<file path="src/rtl/param_n_1_mux_reg_if.sv">
// Handshake bundle for the registered N:1 multiplexer: per-channel input
// streams on one side, the single registered output stream on the other.
interface param_n_1_mux_reg_if #(
    parameter int WIDTH    = 4,
    parameter int CHANNELS = 4,
    parameter int SEL_W    = 2
);
    logic [CHANNELS*WIDTH-1:0] in_data;
    logic [CHANNELS-1:0]       in_valid;
    logic [CHANNELS-1:0]       in_ready;
    logic                      mode;
    logic [SEL_W-1:0]          sel;
    logic [WIDTH-1:0]          out_data;
    logic                      out_valid;
    logic                      out_ready;
    logic [SEL_W-1:0]          out_chan;

    modport master (
        output in_data, in_valid, mode, sel, out_ready,
        input  in_ready, out_data, out_valid, out_chan
    );

    modport slave (
        input  in_data, in_valid, mode, sel, out_ready,
        output in_ready, out_data, out_valid, out_chan
    );
endinterface

</file>
<file path="src/rtl/param_n_1_mux_reg.sv">
// Registered N:1 stream multiplexer with direct-select and round-robin modes.
// One-deep output register; only the granted channel ever sees in_ready.
module param_n_1_mux_reg #(
    parameter int WIDTH    = 4,
    parameter int CHANNELS = 4,
    parameter int SEL_W    = 2
) (
    input logic                clk,
    input logic                reset,
    param_n_1_mux_reg_if.slave bus
);
    logic [SEL_W-1:0] ptr;
    logic [WIDTH-1:0] data_p0;
    logic [SEL_W-1:0] chan_p0;
    logic             vld_p0;

    logic             load;
    logic             grant_vld;
    logic [SEL_W-1:0] grant_idx;
    logic [WIDTH-1:0] grant_data;
    logic [SEL_W-1:0] ptr_next;

    assign load = !vld_p0 || bus.out_ready;

    always_comb begin
        int idx;
        idx       = 0;
        grant_vld = 1'b0;
        grant_idx = '0;
        if (!bus.mode) begin
            // sel values at or above CHANNELS match no channel and never grant
            for (int i = 0; i < CHANNELS; i++) begin
                if (bus.sel == SEL_W'(i) && bus.in_valid[i]) begin
                    grant_vld = 1'b1;
                    grant_idx = SEL_W'(i);
                end
            end
        end else begin
            for (int k = 0; k < CHANNELS; k++) begin
                idx = int'(ptr) + k;
                if (idx >= CHANNELS) idx = idx - CHANNELS;
                if (!grant_vld && bus.in_valid[idx]) begin
                    grant_vld = 1'b1;
                    grant_idx = SEL_W'(idx);
                end
            end
        end
    end

    always_comb begin
        grant_data = '0;
        for (int i = 0; i < CHANNELS; i++) begin
            if (grant_idx == SEL_W'(i)) grant_data = bus.in_data[i*WIDTH +: WIDTH];
        end
    end

    assign ptr_next = (grant_idx == SEL_W'(CHANNELS - 1)) ? '0 : grant_idx + 1'b1;

    always_comb begin
        bus.in_ready = '0;
        for (int i = 0; i < CHANNELS; i++) begin
            bus.in_ready[i] = load && !reset && grant_vld && (grant_idx == SEL_W'(i));
        end
    end

    // stage p0: output register, refilled whenever it is empty or draining
    always_ff @(posedge clk) begin
        if (reset) begin
            vld_p0  <= 1'b0;
            data_p0 <= '0;
            chan_p0 <= '0;
            ptr     <= '0;
        end else if (load) begin
            if (grant_vld) begin
                data_p0 <= grant_data;
                chan_p0 <= grant_idx;
                vld_p0  <= 1'b1;
                if (bus.mode) ptr <= ptr_next;
            end else begin
                vld_p0 <= 1'b0;
            end
        end
    end

    assign bus.out_data  = data_p0;
    assign bus.out_chan  = chan_p0;
    assign bus.out_valid = vld_p0;
endmodule

</file>
<file path="src/flat_wrapper.sv">
// flat-port wrapper written by rule: the top's interface ports become plain ports
module param_n_1_mux_reg_flat 
#(
    parameter int WIDTH    = 4,
    parameter int CHANNELS = 4,
    parameter int SEL_W    = 2
)
  (clk, reset, bus_in_data, bus_in_valid, bus_mode, bus_sel, bus_out_ready, bus_in_ready, bus_out_data, bus_out_valid, bus_out_chan);
  param_n_1_mux_reg_if #(.WIDTH(WIDTH), .CHANNELS(CHANNELS), .SEL_W(SEL_W)) bus_i ();
  input logic clk;
  input logic reset;
  input wire logic [$bits(bus_i.in_data)-1:0] bus_in_data;
  input wire logic [$bits(bus_i.in_valid)-1:0] bus_in_valid;
  input wire logic [$bits(bus_i.mode)-1:0] bus_mode;
  input wire logic [$bits(bus_i.sel)-1:0] bus_sel;
  input wire logic [$bits(bus_i.out_ready)-1:0] bus_out_ready;
  output wire logic [$bits(bus_i.in_ready)-1:0] bus_in_ready;
  output wire logic [$bits(bus_i.out_data)-1:0] bus_out_data;
  output wire logic [$bits(bus_i.out_valid)-1:0] bus_out_valid;
  output wire logic [$bits(bus_i.out_chan)-1:0] bus_out_chan;
  assign bus_i.in_data = bus_in_data;
  assign bus_i.in_valid = bus_in_valid;
  assign bus_i.mode = bus_mode;
  assign bus_i.sel = bus_sel;
  assign bus_i.out_ready = bus_out_ready;
  assign bus_in_ready = bus_i.in_ready;
  assign bus_out_data = bus_i.out_data;
  assign bus_out_valid = bus_i.out_valid;
  assign bus_out_chan = bus_i.out_chan;
  param_n_1_mux_reg #(.WIDTH(WIDTH), .CHANNELS(CHANNELS), .SEL_W(SEL_W)) u_core (.clk(clk), .reset(reset), .bus(bus_i));
endmodule
</file>
<file path="config.mk">
export PLATFORM = sky130hd
export DESIGN_NAME = param_n_1_mux_reg_flat
export DESIGN_NICKNAME = d
export VERILOG_FILES = /design/src/rtl/param_n_1_mux_reg_if.sv /design/src/rtl/param_n_1_mux_reg.sv /design/src/flat_wrapper.sv
export SDC_FILE = /design/constraint.sdc
export NUM_CORES = 1
export LEC_CHECK = 0
export ABC_AREA = 1
export CORE_MARGIN = 4
export CORE_UTILIZATION = 25
export CTS_CLUSTER_DIAMETER = 100
export DETAILED_ROUTE_END_ITERATION = 6
export SYNTH_ARGS = -nofsm -noshare
export SYNTH_HDL_FRONTEND = slang
export SYNTH_SLANG_ARGS = --single-unit
</file>
<file path="constraint.sdc">
create_clock -name clk -period 2.6 [get_ports clk]
set_input_delay 0.39 -clock clk [delete_from_list [all_inputs] [get_ports clk]]
set_output_delay 0.39 -clock clk [all_outputs]
set_load 0.03 [all_outputs]
</file>
==> impl_metrics.env <==
export IMPL_cp_required_ns=2.21
export IMPL_worstSetupEndpointType="output pin"
export IMPL_dieArea_mm2=0.004905
export IMPL_yosysTopAreaCell="nand2_1"
export IMPL_synth_cell_types=22
export IMPL_multi_input_area_um2=713.2
export IMPL_drt_first_pass_iters=4
export IMPL_cts_tree="done"
export IMPL_rows=22
export IMPL_finalCriticalPeriod_ns=2.473
export IMPL_grt_pass1_vias=1116
export IMPL_hold_viol=0
export IMPL_die_w_um=70.04
export IMPL_fill_cells=418
export IMPL_critPathLaunchType="flip-flop"
export IMPL_drv_slew=0
export IMPL_synth_fp_nets=197
export IMPL_synth_area_um2=962.2
export IMPL_ctsRootBufferMaster="clkbuf_8"
export IMPL_cap_violations=0
export IMPL_regArea_um2=182.7
export IMPL_drt_vias_per_instance=4.323
export IMPL_placed_cells=259
export IMPL_synth_cells=167
export IMPL_finalNonFillerCells=263
export IMPL_post_route_period_util_pct=95.11
export IMPL_async_flop_share_pct=0
export IMPL_antenna_found_initial=0
export IMPL_crit_type="reg2out"
export IMPL_tritoncts_num_buffers=3
export IMPL_wl_um=2654
export IMPL_drc=0
export IMPL_htreeDepth=1
export IMPL_synth_edff_count=0
export IMPL_ir_drop_v=0.0002491
export IMPL_place_hpwl_um=2187
export IMPL_setup_ws_ns=0.1271
export IMPL_drt_iter0_drc=29
export IMPL_r2r_setup_slack_ns=0.31
export IMPL_status="finished clean"
export IMPL_maxSlewHeadroom_pct=76.91
export IMPL_cts_setup_buffers=0
export IMPL_synth_area_top_cells="nand2_1 23%, dfxtp_1 19%, inv_1 9.0%, nand2_2 7.8%, nand3_1 6.8%"
export IMPL_portBuffers=36
export IMPL_final_nets=246
export IMPL_area_delta_synth_final_pct=60.34
export IMPL_clock_skew_ns=0.002746
export IMPL_die_y_um=70.04
export IMPL_layout_drive_gt1_share_pct=26.05
export IMPL_grt_first_pass_wirelength_um=4588
export IMPL_clock_fmax_mhz=404.4
export IMPL_crit_arrival_ns=2.08
export IMPL_clk_pin_slew_ns=0.05
export IMPL_leakage_nw=0.7551
export IMPL_fin_util_pct=41.83
export IMPL_setup_violations=0
export IMPL_hold_path_class="reg2reg"
export IMPL_avgSynthCellArea_um2=5.762
export IMPL_rsz0062_at_grt="true"
export IMPL_ys_ff_latch=9
export IMPL_dp_slack_ns=-0.1912
export IMPL_num_vias=1137
export IMPL_start_util_pct=26.09
export IMPL_gp_congestion=0.8743
export IMPL_grt_use_total_pct=11.02
export IMPL_powerDensity_mw_per_mm2=540.1
export IMPL_postLayoutCellArea_mm2=0.001543
export IMPL_tightestPinTransition_ns=0.3448
export IMPL_grt_max_degree=11
export IMPL_netlist_area_leader_share_pct=23.02
export IMPL_n_antenna_cell=0
export IMPL_clk_insertion_delay_late_ns=0.23
export IMPL_ios=37
export IMPL_seq_area_frac_synth_pct=18.73
export IMPL_ant_nets=0
export IMPL_critPathMaxFanout=10
export IMPL_drt_wirelength_per_cell_um=10.09
export IMPL_numClockSinks=9
export IMPL_ys_flop_type="dfxtp_1"
export IMPL_coreArea_mm2=0.003689
export IMPL_clk_path_buf_depth=2
export IMPL_place_area_mm2=0.001445
export IMPL_grt_overflow_total=0
export IMPL_ctsHoldBuffers=0
export IMPL_yosys_warnings=0
-- layout make-up --
| class | count | area share, % |
|---|---|---|
| Multi-Input combinational cell | 130 | 46.23 |
| Timing Repair Buffer | 46 | 28.30 |
| Sequential cell | 9 | 11.84 |
| Clock buffer | 4 | 2.920 |
| Tap cell | 48 | 3.893 |
| Inverter | 26 | 6.813 |
-- kinds of logic after synthesis --
logic type | after synthesis | share of synthesized area [%]
and+or+nand+nor | 105 | 52.40
buffers and inverters | 28 | 12.48
adders and majority gates | 4 | 5.202
DFF | 9 | 18.73
AOI/OAI and AO/OA | 21 | 11.18
-- Yosys cell counts (2+ instances only) --
cell / n
nand2_2: 12
nand4_1: 2
ha_1: 4
dfxtp_1: 9
nor2_2: 4
nand3_4: 2
inv_1: 23
nand2_1: 59
nor2_1: 9
o21ai_0: 9
a21oi_1: 11
nand3_1: 13
-- critical path, cell delays in order (launching register included) --
cell and delay [ns]:
dfxtp_2 0.33, buf_12 0.13, inv_6 0.06, nand2_2 0.05
nand2_2 0.06, nand2_1 0.09, nand2_2 0.08, nor2_4 0.17
nand4_1 0.11, nand2_1 0.07, inv_1 0.04, nand2_2 0.10
ha_2 0.24, inv_1 0.05, nor2_1 0.10, buf_4 0.17
-- layer usage --
| metal | global-route usage [%] | up-vias | wire length (um) |
|---|---|---|---|
| met2 | 17.84 | 24 | 1215 |
| li1 | - | 620 | - |
| met5 | 0 | - | 0 |
| met1 | 15.08 | 491 | 1325 |
| met3 | 1.583 | 2 | 88 |
| met4 | 3.191 | 0 | 25 |
-- placed cells by master, fill, tap and decap left out --
| cell | synthesis | final |
|---|---|---|
| dfxtp_2 | 0 | 2 |
| nand3_4 | 2 | 2 |
| buf_12 | 0 | 1 |
| ha_1 | 4 | 1 |
| o21ai_0 | 9 | 8 |
| nor3_2 | 0 | 1 |
| nor2_4 | 1 | 3 |
| clkdlybuf4s50_1 | 0 | 28 |
| nand2_4 | 1 | 1 |
| inv_4 | 1 | 1 |
| dfxtp_1 | 9 | 7 |
| ha_2 | 0 | 2 |
| clkbuf_1 | 0 | 1 |
| inv_1 | 23 | 20 |
| and2_4 | 1 | 1 |
| dlygate4sd2_1 | 0 | 3 |
| nand3_2 | 0 | 1 |
| clkbuf_8 | 0 | 3 |
| ha_4 | 0 | 1 |
| nor2_1 | 9 | 8 |
| inv_6 | 1 | 1 |
| nor2_2 | 4 | 3 |
| a21oi_1 | 11 | 11 |
| o21ai_2 | 0 | 1 |
| dlymetal6s2s_1 | 0 | 1 |
| nand3_1 | 13 | 12 |
| buf_4 | 0 | 13 |
| nand4_1 | 2 | 2 |
| nand2_1 | 59 | 56 |
| o211ai_1 | 1 | 1 |
| inv_2 | 1 | 4 |
| nand2_2 | 12 | 15 |
-- through the flow --
step	TNS, ns	total power [mW]	hold WS (ns)
after floorplan	0	0.4777	0.4591
after global placement	-0.7919	0.6491	0.4533
after detailed placement	-1.053	0.6475	0.4555
after CTS	0	0.8307	0.4635
after global routing	-0.04395	0.9076	0.5004
final	0	0.8332	0.4640
-- repair_timing --
| action | 4_1_cts | 5_1_grt |
|---|---|---|
| pin swaps | 3 | 1 |
| endpoints found under the setup margin | 4 | 8 |
| gates cloned | 0 | 0 |
| resized for setup | 14 | 9 |
-- flip-flops by register name, indices dropped and copies added, names as in the netlist --
name,cells
u_core.bus.out_valid,1
u_core.ptr,2
u_core.bus.out_chan,2
u_core.bus.out_data,4
-- path summary, 6_finish.rpt --
check,cells past startpoint,end,startpoint
max,15,bus_in_ready[0],u_core.ptr[0]
min,2,u_core.bus.out_data[0],u_core.bus.out_data[0]
max reg2reg,19,u_core.bus.out_data[1],u_core.ptr[0]
min reg2reg,2,u_core.bus.out_data[0],u_core.bus.out_data[0]
-- where the power goes --
part	leakage [nW]	switching [mW]	internal [mW]
clock network	0.0228	0.0560	0.107
registers	0.0751	0.0172	0.162
logic	0.657	0.281	0.210
No activity file was read; power rests on OpenSTA's default activity.
